File: src/rtl/mem_arbiter_pkg.sv
// mem_arbiter_pkg: shared bus command encodings, widths and owner type
// for the Icache/Dcache memory arbiter slice.
package mem_arbiter_pkg;

   localparam int unsigned XLEN         = 32;
   localparam int unsigned NUM_MEM_TAGS = 15;
   localparam int unsigned TAG_W        = 4;

   typedef enum logic [1:0] {
      BUS_NONE  = 2'd0,
      BUS_LOAD  = 2'd1,
      BUS_STORE = 2'd2
   } bus_cmd_e;

   typedef enum logic {
      OWN_DCACHE = 1'b0,
      OWN_ICACHE = 1'b1
   } arb_owner_e;

   typedef struct packed {
      logic       valid;
      arb_owner_e owner;
   } tag_entry_t;

endpackage

File: src/rtl/mem_arbiter_if.sv
// mem_arbiter_if: cache-side, memory-side and status signals of the
// arbiter. slave = arbiter view, master = surrounding environment view.
interface mem_arbiter_if;
   import mem_arbiter_pkg::*;

   logic [1:0]      proc2Dmem_command;
   logic [XLEN-1:0] proc2Dmem_addr;
   logic [63:0]     proc2Dmem_data;
   logic [1:0]      proc2Imem_command;
   logic [XLEN-1:0] proc2Imem_addr;

   logic [3:0]      mem2proc_response;
   logic [63:0]     mem2proc_data;
   logic [3:0]      mem2proc_tag;

   logic [1:0]      proc2mem_command;
   logic [XLEN-1:0] proc2mem_addr;
   logic [63:0]     proc2mem_data;

   logic [3:0]      Dmem2proc_response;
   logic [63:0]     Dmem2proc_data;
   logic [3:0]      Dmem2proc_tag;
   logic [3:0]      Imem2proc_response;
   logic [63:0]     Imem2proc_data;
   logic [3:0]      Imem2proc_tag;

   logic            grant_icache;
   logic            orphan_tag_err;

   modport slave (
      input  proc2Dmem_command, proc2Dmem_addr, proc2Dmem_data,
      input  proc2Imem_command, proc2Imem_addr,
      input  mem2proc_response, mem2proc_data, mem2proc_tag,
      output proc2mem_command, proc2mem_addr, proc2mem_data,
      output Dmem2proc_response, Dmem2proc_data, Dmem2proc_tag,
      output Imem2proc_response, Imem2proc_data, Imem2proc_tag,
      output grant_icache, orphan_tag_err
   );

   modport master (
      output proc2Dmem_command, proc2Dmem_addr, proc2Dmem_data,
      output proc2Imem_command, proc2Imem_addr,
      output mem2proc_response, mem2proc_data, mem2proc_tag,
      input  proc2mem_command, proc2mem_addr, proc2mem_data,
      input  Dmem2proc_response, Dmem2proc_data, Dmem2proc_tag,
      input  Imem2proc_response, Imem2proc_data, Imem2proc_tag,
      input  grant_icache, orphan_tag_err
   );

endinterface

File: src/rtl/mem_arbiter_tag_table.sv
// mem_tag_table: 15-entry owner table indexed by memory tag (1..15).
// Lookup is combinational on the current contents; a hit clears the
// entry at the clock edge unless the same tag is being set, in which
// case the new owner replaces it.
module mem_tag_table
   import mem_arbiter_pkg::*;
(
   input  logic             clock,
   input  logic             reset,
   input  logic             set_en,
   input  logic [TAG_W-1:0] set_tag,
   input  arb_owner_e       set_owner,
   input  logic [TAG_W-1:0] lookup_tag,
   output logic             lookup_hit,
   output arb_owner_e       lookup_owner
);

   tag_entry_t entries [1:NUM_MEM_TAGS];

   // Read the owner of a returning tag; tag 0 never hits.
   always_comb begin
      lookup_hit   = 1'b0;
      lookup_owner = OWN_DCACHE;
      if (lookup_tag != '0) begin
         lookup_hit   = entries[lookup_tag].valid;
         lookup_owner = entries[lookup_tag].owner;
      end
   end

   // Set on issue, clear on return; set takes precedence on a tag collision.
   always_ff @(posedge clock) begin
      if (reset) begin
         for (int unsigned i = 1; i <= NUM_MEM_TAGS; i++) begin
            entries[i] <= '0;
         end
      end else begin
         for (int unsigned i = 1; i <= NUM_MEM_TAGS; i++) begin
            if (set_en && (set_tag == TAG_W'(i))) begin
               entries[i].valid <= 1'b1;
               entries[i].owner <= set_owner;
            end else if (lookup_hit && (lookup_tag == TAG_W'(i))) begin
               entries[i].valid <= 1'b0;
            end
         end
      end
   end

endmodule

File: src/rtl/mem_arbiter.sv
// mem_arbiter: shares the unified memory port between Icache and Dcache.
// Dcache has priority; Icache wins when Dcache is idle. Build option
// MEM_ARB_FAIRNESS_EN adds a starvation counter that forces an Icache
// grant after STARVE_LIMIT consecutive denied Icache cycles.
module mem_arbiter
   import mem_arbiter_pkg::*;
#(
   parameter int unsigned STARVE_LIMIT = 4
)
(
   input  logic         clock,
   input  logic         reset,
   mem_arbiter_if.slave bus
);

   logic       d_req;
   logic       i_req;
   logic       force_icache;
   logic       grant_i;
   logic       grant_d;
   logic       load_won;
   logic       set_en;
   logic       lookup_hit;
   arb_owner_e lookup_owner;
   arb_owner_e set_owner;
   logic       orphan_q;

`ifdef MEM_ARB_FAIRNESS_EN
   localparam int unsigned CNT_W = $clog2(STARVE_LIMIT + 1);

   logic [CNT_W-1:0] starve_cnt;

   // Force Icache through once it has been denied STARVE_LIMIT times in a row.
   always_comb force_icache = (starve_cnt == CNT_W'(STARVE_LIMIT));

   // Count consecutive denied Icache requests; any Icache win or idle clears.
   always_ff @(posedge clock) begin
      if (reset) begin
         starve_cnt <= '0;
      end else if (i_req && !grant_i) begin
         starve_cnt <= starve_cnt + 1'b1;
      end else begin
         starve_cnt <= '0;
      end
   end
`else
   logic [31:0] unused_starve_limit;
   assign unused_starve_limit = STARVE_LIMIT;

   // Fixed Dcache priority: Icache is never forced.
   always_comb force_icache = 1'b0;
`endif

   // Pick the winner and forward its command to memory.
   always_comb begin
      d_req   = (bus.proc2Dmem_command != BUS_NONE);
      i_req   = (bus.proc2Imem_command != BUS_NONE);
      grant_i = i_req && (!d_req || force_icache);
      grant_d = d_req && !grant_i;

      bus.proc2mem_command = '0;
      bus.proc2mem_addr    = '0;
      bus.proc2mem_data    = '0;
      if (grant_i) begin
         bus.proc2mem_command = bus.proc2Imem_command;
         bus.proc2mem_addr    = bus.proc2Imem_addr;
      end else if (grant_d) begin
         bus.proc2mem_command = bus.proc2Dmem_command;
         bus.proc2mem_addr    = bus.proc2Dmem_addr;
         bus.proc2mem_data    = bus.proc2Dmem_data;
      end

      bus.Dmem2proc_response = grant_d ? bus.mem2proc_response : '0;
      bus.Imem2proc_response = grant_i ? bus.mem2proc_response : '0;
      bus.grant_icache       = grant_i;

      load_won  = (grant_i && (bus.proc2Imem_command == BUS_LOAD)) ||
                  (grant_d && (bus.proc2Dmem_command == BUS_LOAD));
      set_en    = load_won && (bus.mem2proc_response != '0);
      set_owner = grant_i ? OWN_ICACHE : OWN_DCACHE;
   end

   mem_tag_table u_tag_table (
      .clock        (clock),
      .reset        (reset),
      .set_en       (set_en),
      .set_tag      (bus.mem2proc_response),
      .set_owner    (set_owner),
      .lookup_tag   (bus.mem2proc_tag),
      .lookup_hit   (lookup_hit),
      .lookup_owner (lookup_owner)
   );

   // Deliver a returning tag only to the cache that issued it.
   always_comb begin
      bus.Dmem2proc_tag = '0;
      bus.Imem2proc_tag = '0;
      if (lookup_hit) begin
         if (lookup_owner == OWN_ICACHE) begin
            bus.Imem2proc_tag = bus.mem2proc_tag;
         end else begin
            bus.Dmem2proc_tag = bus.mem2proc_tag;
         end
      end
   end

   // Flag a nonzero returning tag that nobody owns, one cycle later.
   always_ff @(posedge clock) begin
      if (reset) begin
         orphan_q <= 1'b0;
      end else begin
         orphan_q <= (bus.mem2proc_tag != '0) && !lookup_hit;
      end
   end

   assign bus.orphan_tag_err = orphan_q;
   assign bus.Dmem2proc_data = bus.mem2proc_data;
   assign bus.Imem2proc_data = bus.mem2proc_data;

endmodule

File: src/flat_wrapper.sv
// flat-port wrapper written by rule: the top's interface ports become plain ports
module mem_arbiter_flat import mem_arbiter_pkg::*;
#(
   parameter int unsigned STARVE_LIMIT = 4
)
  (clock, reset, bus_proc2Dmem_command, bus_proc2Dmem_addr, bus_proc2Dmem_data, bus_proc2Imem_command, bus_proc2Imem_addr, bus_mem2proc_response, bus_mem2proc_data, bus_mem2proc_tag, bus_proc2mem_command, bus_proc2mem_addr, bus_proc2mem_data, bus_Dmem2proc_response, bus_Dmem2proc_data, bus_Dmem2proc_tag, bus_Imem2proc_response, bus_Imem2proc_data, bus_Imem2proc_tag, bus_grant_icache, bus_orphan_tag_err);
  mem_arbiter_if bus_i ();
  input  logic clock;
  input  logic reset;
  input wire logic [$bits(bus_i.proc2Dmem_command)-1:0] bus_proc2Dmem_command;
  input wire logic [$bits(bus_i.proc2Dmem_addr)-1:0] bus_proc2Dmem_addr;
  input wire logic [$bits(bus_i.proc2Dmem_data)-1:0] bus_proc2Dmem_data;
  input wire logic [$bits(bus_i.proc2Imem_command)-1:0] bus_proc2Imem_command;
  input wire logic [$bits(bus_i.proc2Imem_addr)-1:0] bus_proc2Imem_addr;
  input wire logic [$bits(bus_i.mem2proc_response)-1:0] bus_mem2proc_response;
  input wire logic [$bits(bus_i.mem2proc_data)-1:0] bus_mem2proc_data;
  input wire logic [$bits(bus_i.mem2proc_tag)-1:0] bus_mem2proc_tag;
  output wire logic [$bits(bus_i.proc2mem_command)-1:0] bus_proc2mem_command;
  output wire logic [$bits(bus_i.proc2mem_addr)-1:0] bus_proc2mem_addr;
  output wire logic [$bits(bus_i.proc2mem_data)-1:0] bus_proc2mem_data;
  output wire logic [$bits(bus_i.Dmem2proc_response)-1:0] bus_Dmem2proc_response;
  output wire logic [$bits(bus_i.Dmem2proc_data)-1:0] bus_Dmem2proc_data;
  output wire logic [$bits(bus_i.Dmem2proc_tag)-1:0] bus_Dmem2proc_tag;
  output wire logic [$bits(bus_i.Imem2proc_response)-1:0] bus_Imem2proc_response;
  output wire logic [$bits(bus_i.Imem2proc_data)-1:0] bus_Imem2proc_data;
  output wire logic [$bits(bus_i.Imem2proc_tag)-1:0] bus_Imem2proc_tag;
  output wire logic [$bits(bus_i.grant_icache)-1:0] bus_grant_icache;
  output wire logic [$bits(bus_i.orphan_tag_err)-1:0] bus_orphan_tag_err;
  assign bus_i.proc2Dmem_command = bus_proc2Dmem_command;
  assign bus_i.proc2Dmem_addr = bus_proc2Dmem_addr;
  assign bus_i.proc2Dmem_data = bus_proc2Dmem_data;
  assign bus_i.proc2Imem_command = bus_proc2Imem_command;
  assign bus_i.proc2Imem_addr = bus_proc2Imem_addr;
  assign bus_i.mem2proc_response = bus_mem2proc_response;
  assign bus_i.mem2proc_data = bus_mem2proc_data;
  assign bus_i.mem2proc_tag = bus_mem2proc_tag;
  assign bus_proc2mem_command = bus_i.proc2mem_command;
  assign bus_proc2mem_addr = bus_i.proc2mem_addr;
  assign bus_proc2mem_data = bus_i.proc2mem_data;
  assign bus_Dmem2proc_response = bus_i.Dmem2proc_response;
  assign bus_Dmem2proc_data = bus_i.Dmem2proc_data;
  assign bus_Dmem2proc_tag = bus_i.Dmem2proc_tag;
  assign bus_Imem2proc_response = bus_i.Imem2proc_response;
  assign bus_Imem2proc_data = bus_i.Imem2proc_data;
  assign bus_Imem2proc_tag = bus_i.Imem2proc_tag;
  assign bus_grant_icache = bus_i.grant_icache;
  assign bus_orphan_tag_err = bus_i.orphan_tag_err;
  mem_arbiter #(.STARVE_LIMIT(STARVE_LIMIT)) u_core (.clock(clock), .reset(reset), .bus(bus_i));
endmodule
File: config.mk
export PLATFORM = sky130hd
export DESIGN_NAME = mem_arbiter_flat
export DESIGN_NICKNAME = d
export VERILOG_FILES = /design/src/rtl/mem_arbiter_pkg.sv /design/src/rtl/mem_arbiter_if.sv /design/src/rtl/mem_arbiter_tag_table.sv /design/src/rtl/mem_arbiter.sv /design/src/flat_wrapper.sv
export SDC_FILE = /design/constraint.sdc
export NUM_CORES = 1
export LEC_CHECK = 0
export CAP_MARGIN = 20
export CORE_AREA = 2 2 173 175
export CTS_CLUSTER_SIZE = 16
export DETAILED_ROUTE_END_ITERATION = 8
export DIE_AREA = 0 0 175 177
export PLACE_DENSITY = 0.53
export SYNTH_ARGS = -nofsm -noshare
export SYNTH_HDL_FRONTEND = slang
export SYNTH_SLANG_ARGS = --single-unit
File: constraint.sdc
create_clock -name clock -period 7.1 [get_ports clock]
set_clock_uncertainty 0.05 [all_clocks]
set_input_delay 2.13 -clock clock [delete_from_list [all_inputs] [get_ports clock]]
set_output_delay 2.13 -clock clock [all_outputs]
set_load 0.02 [all_outputs]
# == Yosys cells after proc, flatten, opt, wreduce, memory -nomap -nowiden ==
# Memories as Yosys holds them, arrays and structs flattened.
# Index checks and enable logic that the tools add are counted.
# classes
eq_ne,32
n_bitwise,45
n_reduce_logical,44
n_mux,167
# op_table
cell,count
$mux 1,155
$mux 64,2
$eq 4x4->1 const B,16
$mux 32,2
$or 1x1->1,45
$logic_and 1x1->1,36
$eq 4x3->1 const B,8
$mux 4,6
$eq 4x2->1 const B,4
$eq 4x1->1 const B,2
$reduce_bool 4->1,2
$eq 2x1->1 const B,2
$mux 2,2
$reduce_bool 2->1,2
$logic_not 1->1,3
$logic_or 1x1->1,1
# totals
ram_bits,30
wordCells,290
out_inout_bits,244
regBits,1
n_memories,1
# memory_table
memory,depth,width,rd,rd_clocked_by_memory_dff,write_ports,line_no,text
u_core.u_tag_table.entries,15,2,1,0,15,mem_arbiter_tag_table.sv:18,tag_entry_t entries [1:NUM_MEM_TAGS];

# == Logic depth before layout (Yosys ltp) ==
# logic_depth
depth_word,14
depth_mapped,6
mapped_depth_nobuf,5

# == Modules after synthesis ==
# A second synthesis with hierarchy kept.
# hier_totals
cells_unflattened,494
hier_area_um2,4117.7
# modules_own_cells
module,seq_area_each_um2,area_per_inst_um2,instances,cells_each
mem_arbiter,20.0,2363.5,1,340
mem_tag_table,900.9,1754.2,1,154

# == Worst setup path before layout ==
# Ideal clock, no wire load.
# synth_timing
path_kind,input to output
start,input port bus_mem2proc_tag[0]
end,output port bus_Dmem2proc_tag[0]
required_time_ps,4920
path_slack_ps,1197
path_stages,5
path_buffers,1
arrival_ps,3723
cell_sequence,buf_6 mux4_2 and2_4 o31a_1 a211oi_1
# synth_via
elab_chain_cells,4
elab_cells_between_ends,6
cone_classes,mux (4); reduce/logical (1); memory (1)
# synth_lines
element,line_no,text
from (decl),flat_wrapper.sv:17,input wire logic [$bits(bus_i.mem2proc_tag)-1:0] bus_mem2proc_tag;
$mem_v2 15x2 / $reduce_bool 4->1 (equally long branches),n/a,
$mux 1,mem_arbiter_tag_table.sv:24,if (lookup_tag != '0) begin
$mux 4,mem_arbiter.sv:99,if (lookup_owner == OWN_ICACHE) begin
$mux 4 *,mem_arbiter.sv:98,if (lookup_hit) begin
to (decl),flat_wrapper.sv:23,output wire logic [$bits(bus_i.Dmem2proc_tag)-1:0] bus_Dmem2proc_tag;
# Every way passes the cells marked *; elsewhere a longest branch is shown, timed or not.

# == Worst setup path in the final report ==
# layout_timing
start,input port bus_mem2proc_tag[0]
end,output port bus_Imem2proc_tag[1]
# layout_via
elab_chain_cells,4
elab_cells_between_ends,6
cone_classes,mux (4); reduce/logical (1); memory (1)
# layout_lines
element,line_no,text
$mem_v2 15x2 / $reduce_bool 4->1 (equally long branches),n/a,
$mux 1,mem_arbiter_tag_table.sv:24,
$mux 4,mem_arbiter.sv:99,
$mux 4 *,mem_arbiter.sv:98,
to (decl),flat_wrapper.sv:26,output wire logic [$bits(bus_i.Imem2proc_tag)-1:0] bus_Imem2proc_tag;
# Marks and branches as above.

==> flow_summary.yaml <==
status:
  outcome: "completed"
finish:
  final_util_pct: 20.07
  nets: 762
  layout_common_cells: "clkdlybuf4s50_1 (254), and2_1 (70), nor2_1 (37)"
  area_growth_pct: 61.04
  final_common_cell: "clkdlybuf4s50_1"
  drive_above_1_share_pct: 5.027
hold_path:
  hold_path.class: "flop to flop"
sta:
  tightest_slew_ns: 0.5748
  fmax_mhz: 145.7
  relSlewSlack_pct: 61.56
  grt_setup_unrepaired: "no"
  slew_violations: 0
  post-route-period-util_pct: 96.70
  hold_viol: 0
  min_period_ns: 6.866
  fin_tns_setup_ns: 0
  setup_viol: 0
grt:
  grt_max_degree: 48
  antenna_found_initial: 10
  grt_pass1_vias: 3597
  grt_usage_pct: 11.91
  grt_pass1_wl_um: 26140
  overflow: 0
routing:
  post_drt_wl_per_cell_um: 20.17
  wirelength_um: 19180
  drtIter0Drc: 207
  via_per_inst: 3.668
  ant_nets: 0
  drc: 0
  first_pass_iters: 4
  routed-via-count: 3488
yosys:
  async_flop_share_pct: 0
  yosysSeqAreaShare_pct: 25.27
  synth.distinct_cells: 39
  syn_inst: 438
  syn_area_per_cell_um2: 8.321
  synth_nets: 644
  yosys_warnings: 0
  ys_ff_latch: 31
  netlist_area_um2: 3645
  synth_edf_count: 30
  ys.flop_type: "edfxtp_1"
floorplan:
  start_util_pct: 12.46
  rows: 63
  dieWidth_um: 175
  fp.dieH_um: 177
  io_pins: 450
  die_area_um2: 30980
  coreArea_um2: 29240
clocking:
  cts.path.max_buffers: 2
  cts.repair.resized: 0
  htree_levels: 2
  path_clk_slew_ns: 0.05
  post_cts_buffers: 0
  cts_made_buffers: 5
  cts_tree: "built"
  root_buffer: "clkbuf_16"
  cts-hold-fix-buffers: 0
  clock-sinks: 31
  clk-insertion-delay-late_ns: 0.27
power:
  clkPwrFrac_pct: 25.9
  pwr-share-seq_pct: 28.1
  p_int_uw: 525.6
  fin_total_pwr_uw: 764.5
  switching_share_pct: 31.25
  p_leak_nw: 2.032
  pwr-share-comb_pct: 46.0
  ir_drop_mv: 0.07030
  power.density_nw_per_um2: 130.2
  p_switching_uw: 238.9
worst_setup_path:
  startpoint_type: "input port"
  endpoint_kind: "output pin"
  critPathMaxFanout: 12
  cp.required_ns: 4.92
  crit_arrival_ns: 4.69
  crit_type: "input port to output pin"
place:
  hpwl_um: 16940
  finalWeightedCongestion: 0.8005
  portBuffers: 257
run:
  max-cap-violations: 0
[through the flow]
stage | setup slack [ns] | cell area, µm² | hold WS, ns | cells
2_1_floorplan | 1.197 | 3645 | 0.5267 | 438
3_3_place_gp | 0.3132 | 5723 | 0.5408 | 939
3_5_place_dp | 0.2323 | 5723 | 0.5439 | 939
4_1_cts | 0.2244 | 5859 | 0.5559 | 947
5_1_grt | 0.02613 | 5859 | 0.5807 | 947
6_report | 0.2345 | 5869 | 0.5558 | 951
[metal layers]
metal / wire, µm / share of wire [%] / global-route usage (%)
met1: 7254 / 38 / 13.05
met2: 8920 / 47 / 19.14
met3: 2698 / 14 / 8.076
met4: 241 / 1.3 / 2.396
met5: 65 / 0.34 / 0
[logic make-up (layout without fill, tap and decap cells)]
logic type             after synthesis  in the layout  synth area share, %
AOI/OAI and AO/OA                   86             86                17.95
buffers and inverters              165            284                30.59
DFF                                 31             31                25.27
muxes                               12             12                4.978
other                                0              4                    0
and+or+nand+nor                    144            144                21.22
[Yosys cell counts (3+ instances only)]
master	count	share of area (%)
a211oi_1	6	1.2
a22o_1	32	7.7
a31o_2	3	0.72
and2_1	70	12
buf_2	6	0.82
buf_4	128	26
clkbuf_1	22	2.3
edfxtp_1	30	25
inv_1	8	0.82
mux2i_1	8	2.2
mux4_1	3	2.2
nand2_1	11	1.1
nand2b_1	5	0.86
nand3_1	5	0.69
nor2_1	37	3.8
nor2b_1	5	0.86
nor3_1	3	0.41
o21ai_0	17	2.3
o21bai_1	12	2.5
or2_2	4	0.69
[critical path, stage by stage]
cell	delay, ns
clkdlybuf4s50_1	0.64
buf_4	0.25
mux2i_1	0.09
a211oi_1	0.38
o21ai_0	0.26
a211oi_1	0.30
clkdlybuf4s50_1	0.65
[layout make-up]
cell class	instances	area (µm²)
diodes	4	10.01
clock buffers	6	128.9
clock inverters	2	7.507
fillers	3236	23370
inverters	8	30.03
multi-input cells	242	1612
flip-flops and latches	31	920.9
well taps	390	488.0
repair buffers	268	2673
[final timing paths]
check | depth (start not counted) | end | slack [ns] | from
max | 7 | bus_Imem2proc_tag[1] | 0.23 | bus_mem2proc_tag[0]
min reg2reg | 1 | u_core.u_tag_table.entries[5][1] | 0.56 | u_core.u_tag_table.entries[5][1]
max reg2reg | 3 | u_core.u_tag_table.entries[14][1] | 5.49 | u_core.u_tag_table.entries[14][1]
min | 1 | u_core.u_tag_table.entries[5][1] | 0.56 | u_core.u_tag_table.entries[5][1]
[flip-flops by register name, indices dropped and copies added, names as in the netlist]
signal	count
u_core.u_tag_table.entries	30
u_core.bus.orphan_tag_err	1
[power groups by stage]
stage / Sequential [mW] / Clock, mW / Combinational [mW]
after floorplan: 0.216 / 0 / 0.250
after global placement: 0.219 / 0 / 0.355
after detailed placement: 0.219 / 0 / 0.357
after CTS: 0.215 / 0.201 / 0.358
after global routing: 0.215 / 0.211 / 0.373
final: 0.215 / 0.198 / 0.352
No activity file was read; power rests on OpenSTA's default activity.
